**src/rtl/tile_addr_gen.sv**
```systemverilog
// tile_addr_gen
//   Generates the row-major element address stream for one matrix tile load.
//   A start in IDLE latches the tile geometry; the block then presents one
//   address beat at a time on a valid/ready port and steps to the next element
//   only when that beat is accepted. cnt_enable mirrors every accepted beat
//   so a downstream beat counter advances once per transfer.
//
// Ports
//   clk, rst          clock (rising edge), synchronous active-high reset
//   start             launch request, only looked at in IDLE
//   base_addr         address of element (0,0)
//   row_stride        address delta between consecutive rows
//   num_rows/num_cols tile geometry; a zero dimension completes with no beats
//   busy              high while beats are being issued (RUN)
//   done              one-cycle completion pulse (DONE)
//   out_valid/ready   address beat handshake
//   out_addr/row/col  current element address and indices
//   out_last          marks the final beat of the tile
//   cnt_enable        out_valid & out_ready, drives the beat counter enable
//
// Handshake: a beat transfers on every rising edge where out_valid and
// out_ready are both high. While out_valid is high and out_ready is low,
// out_addr, out_row, out_col and out_last hold their values; out_valid never
// drops until the beat it qualifies has been accepted.

module tile_addr_gen #(
  parameter int ROW_W  = 8,
  parameter int COL_W  = 8,
  parameter int ADDR_W = 16
) (
  input  logic              clk,
  input  logic              rst,
  input  logic              start,
  input  logic [ADDR_W-1:0] base_addr,
  input  logic [ADDR_W-1:0] row_stride,
  input  logic [ROW_W-1:0]  num_rows,
  input  logic [COL_W-1:0]  num_cols,
  output logic              busy,
  output logic              done,
  output logic              out_valid,
  input  logic              out_ready,
  output logic [ADDR_W-1:0] out_addr,
  output logic [ROW_W-1:0]  out_row,
  output logic [COL_W-1:0]  out_col,
  output logic              out_last,
  output logic              cnt_enable
);

  typedef enum logic [1:0] {
    IDLE = 2'd0,
    RUN  = 2'd1,
    DONE = 2'd2
  } state_t;

  state_t state;

  // Geometry captured at launch; the live inputs are ignored afterwards.
  logic [ADDR_W-1:0] stride_q;
  logic [ROW_W-1:0]  rows_q;
  logic [COL_W-1:0]  cols_q;
  // Address of column 0 of the current row; stepping rows only needs an add.
  logic [ADDR_W-1:0] row_base;

  logic accept;
  logic last_col;
  logic last_row;

  // Status outputs decode straight from the state register, so they are
  // glitch-free and change only on clock edges.
  assign busy       = (state == RUN);
  assign done       = (state == DONE);
  assign out_valid  = (state == RUN);

  assign accept     = out_valid & out_ready;
  assign cnt_enable = accept;

  // cols_q/rows_q are never zero in RUN, so the minus-one cannot underflow
  // while these compares matter.
  assign last_col   = (out_col == cols_q - COL_W'(1));
  assign last_row   = (out_row == rows_q - ROW_W'(1));
  assign out_last   = out_valid & last_row & last_col;

  always_ff @(posedge clk) begin
    if (rst) begin
      state    <= IDLE;
      out_addr <= '0;
      out_row  <= '0;
      out_col  <= '0;
      stride_q <= '0;
      rows_q   <= '0;
      cols_q   <= '0;
      row_base <= '0;
    end else begin
      case (state)
        IDLE: begin
          if (start) begin
            if ((num_rows != '0) && (num_cols != '0)) begin
              stride_q <= row_stride;
              rows_q   <= num_rows;
              cols_q   <= num_cols;
              row_base <= base_addr;
              out_addr <= base_addr;
              out_row  <= '0;
              out_col  <= '0;
              state    <= RUN;
            end else begin
              // Empty tile: report completion without issuing any beat.
              state <= DONE;
            end
          end
        end

        RUN: begin
          if (accept) begin
            if (!last_col) begin
              out_col  <= out_col + COL_W'(1);
              out_addr <= out_addr + ADDR_W'(1);
            end else if (!last_row) begin
              out_col  <= '0;
              out_row  <= out_row + ROW_W'(1);
              row_base <= row_base + stride_q;
              out_addr <= row_base + stride_q;
            end else begin
              state <= DONE;
            end
          end
        end

        DONE: begin
          state <= IDLE;
        end

        default: begin
          state <= IDLE;
        end
      endcase
    end
  end

endmodule

```
**config.mk**
```make
export PLATFORM = sky130hd
export DESIGN_NAME = tile_addr_gen
export DESIGN_NICKNAME = d
export VERILOG_FILES = /design/src/rtl/tile_addr_gen.sv
export SDC_FILE = /design/constraint.sdc
export NUM_CORES = 1
export LEC_CHECK = 0
export BUFFER_PORTS_ARGS = -buffer_cell sky130_fd_sc_hd__buf_2
export CAP_MARGIN = 20
export CORE_AREA = 2 2 96 98
export CTS_BUF_LIST = sky130_fd_sc_hd__clkbuf_4
export DETAILED_ROUTE_END_ITERATION = 7
export DIE_AREA = 0 0 98 100
export PLACE_DENSITY = 0.88
export SYNTH_ARGS = -nofsm -noshare
export SYNTH_HDL_FRONTEND = slang
export SYNTH_SLANG_ARGS = --single-unit
```
**constraint.sdc**
```tcl
create_clock -name clk -period 2.85 [get_ports clk]
set_input_delay 0.285 -clock clk [delete_from_list [all_inputs] [get_ports clk]]
set_output_delay 0.285 -clock clk [all_outputs]
set_load 0.01 [all_outputs]
```
==> metrics.yaml <==
setup_path:
  path_max_fanout: 6
  max_stage_delay_ns: 0.40
  worst_setup_path_start_kind: "register"
  endpoint_kind: "primary output"
  crit_slowest_cell: "dfxtp_4"
  path_class: "register to primary output"
  reg2reg_depth: 11
  worstPathArrival_ns: 2.46
  cp.required_ns: 2.57
  path_cells: "inv_1, ha_2, and2_1, o21ai_0, a31oi_1, nor3_2, nand3_1, buf_4, nor2_1, buf_2"
floorplan:
  initial_core_util: 0.554
  boundaryPins: 89
  dieHeight_um: 100
  core_area_sq_mm: 0.00889
  dieWidth_um: 98
  die_area_sq_mm: 0.00980
  rows: 35
routing:
  wl_per_cell_um: 15.6
  drt_iter0_drc: 374
  drc_errors: 0
  via_count: 5039
  ant_nets: 0
  post_drt_via_cell_ratio: 5.96
  dr.pass1.iters: 5
  wirelength_mm: 13.2
global_route:
  antenna_found_initial: 0
  grt_max_degree: 60
  grt_overflow_total: 0
  grt_use_total: 0.259
  grt_pass1_wl_mm: 21.4
  first_global_vias: 4647
cts:
  clk_transition_reported_paths_ns: 0.13
  cts_buffers: 9
  clockBufferDepth: 2
  clk_latency_ns: 0.43
  clock_sinks: 82
  cts_tree: "yes"
  ctsRootBufferMaster: "clkbuf_4"
  cts_max_level: 3
  hold_buffers: 0
sta:
  slew_headroom: 0.583
  slew_violations: 0
  min_period_over_period: 0.965
  final-hold-violation-count: 0
  clock_skew_ns: 0.0197
  max_freq_mhz: 364
  hold_ws_ns: 0.0864
  tightest_slew_ns: 0.625
  setup_ws_ns: 0.101
  tns_ns: 0
  min_period_ns: 2.75
  setup_viol: 0
final_layout:
  drive_above_1_share: 0.202
  antenna_cells: 0
  final_cell_area_sq_mm: 0.00567
  area_growth_pct: 15.2
  fillCellCount: 743
  fin_nets: 802
  mostFrequentLayoutCell: "nand2_1"
  layout_common_cells: "nand2_1 (119), buf_2 (88), dfxtp_1 (79)"
placed_design:
  place_area_sq_mm: 0.00549
  gp_congestion: 0.906
  place_ws_ns: 0.0432
  dp_hpwl_mm: 9.76
  io_buffer_count: 88
yosys:
  ys_seq_area_frac: 0.334
  synth_cell_type_count: 65
  async_flop_share: 0
  synth_edf_count: 0
  synth.avg_cell_area_sq_um: 7.70
  synth_seq_cells: 82
  synthFlopType: "dfxtp_1"
  syn_nets: 712
  synth_cells: 639
  syn_area_sq_mm: 0.00492
  synth-warning-count: 0
power_and_ir_drop:
  leakagePower_nw: 2.45
  p_per_area_mw_per_mm2: 454
  peakVddDrop_uv: 209
  power.total_mw: 2.57
min_path:
  holdPathStages: 3
  timing.hold.worst.class: "input pin to register"
job:
  maxCapViolCount: 0
status:
  status: "completed"
-- power breakdown --
| part | internal [mW] | leakage, nW | switching (mW) | total [mW] |
|---|---|---|---|---|
| Sequential | 1.22 | 0.674 | 0.0800 | 1.30 |
| Clock | 0.216 | 0.0654 | 0.397 | 0.613 |
| Combinational | 0.273 | 1.71 | 0.384 | 0.657 |
| Total | 1.71 | 2.45 | 0.862 | 2.57 |
-- registers in the layout (all words and copies together) (netlist names) --
register	cells
row_base	16
stride_q	16
out_addr	16
cols_q	8
out_col	8
rows_q	8
state	2
out_row	8
-- critical path: cells and delay by family, from the launching register on --
| family | cells | cell delay (ns) |
|---|---|---|
| adders and majority gates | 1 | 0.21 |
| DFF | 1 | 0.40 |
| and+or+nand+nor | 4 | 0.70 |
| buffers and inverters | 3 | 0.41 |
| AOI/OAI and AO/OA | 2 | 0.32 |
-- per-layer routing --
layer	track usage	vias up	share of wire
met5	0	-	0
met4	0.0780	0	0.016
met3	0.0299	24	0.079
met2	0.435	246	0.46
met1	0.353	2327	0.44
li1	-	2442	-
-- synth_stat cells, types with 2 or more instances --
cell | count | area (sq um)
nand2b_1 | 3 | 18.8
o221a_2 | 2 | 22.5
a221oi_1 | 4 | 35.0
or3_1 | 3 | 18.8
o21bai_1 | 4 | 30.0
nor4_1 | 6 | 37.5
a211oi_1 | 13 | 97.6
and3_1 | 5 | 31.3
inv_1 | 20 | 75.1
a31oi_1 | 11 | 68.8
nand2_1 | 119 | 447
nand4_1 | 8 | 50.1
clkbuf_1 | 17 | 63.8
and4_1 | 2 | 17.5
buf_4 | 2 | 15.0
xnor2_1 | 24 | 210
o31ai_1 | 5 | 37.5
ha_1 | 20 | 250
o211ai_1 | 3 | 22.5
buf_2 | 5 | 25.0
nor2_1 | 50 | 188
nand3_1 | 16 | 80.1
a21oi_1 | 69 | 345
or4_1 | 3 | 22.5
buf_6 | 2 | 22.5
xor2_1 | 29 | 254
o22ai_1 | 4 | 25.0
nor4_2 | 2 | 25.0
o21a_1 | 3 | 22.5
nor3_1 | 15 | 75.1
nor4b_1 | 3 | 26.3
mux2i_1 | 7 | 70.1
o21ai_0 | 31 | 155
buf_1 | 3 | 11.3
dfxtp_1 | 82 | 1640
and2_1 | 6 | 37.5
a21o_1 | 6 | 45.0
nor2b_1 | 4 | 25.0
nor3b_1 | 2 | 15.0
-- final cells by class --
cell class	count	area [sq um]	area share
multi-input cells	507	3100	0.546
flip-flops and latches	82	1650	0.291
repair buffers	108	591	0.104
well taps	111	139	0.0245
clock buffers	13	97.6	0.0172
inverters	21	78.8	0.0139
clock inverters	3	16.3	0.00287
-- stage by stage --
stage	utilization	cells
after floorplan	-	639
after CTS	0.633	843
final	0.638	845
after detailed placement	0.618	826
after global routing	0.638	845
after global placement	0.618	826
-- final timing paths --
kind | start | endpoint | slack [ns]
max | cols_q[0] | out_last | 0.10
min reg2reg | stride_q[10] | stride_q[10] | 0.47
min | row_stride[14] | stride_q[14] | 0.09
max reg2reg | cols_q[0] | out_col[3] | 0.13
-- kinds of logic after synthesis --
family,synth area share
buffers and inverters,0.0440
multiplexers,0.0165
flip-flops,0.334
adder cells (fa/ha/maj),0.0549
XOR/XNOR,0.0943
AND/OR/NAND/NOR,0.232
AO/OA/AOI/OAI,0.225
-- repair_timing --
action | 4_1_cts | 5_1_grt
buffers inserted | 1 | 2
pin swaps | 1 | 3
hold endpoints to repair | 0 | 0
setup endpoints to repair | 1 | 42
resized for setup | 3 | 12
No activity file was read; power rests on OpenSTA's default activity.
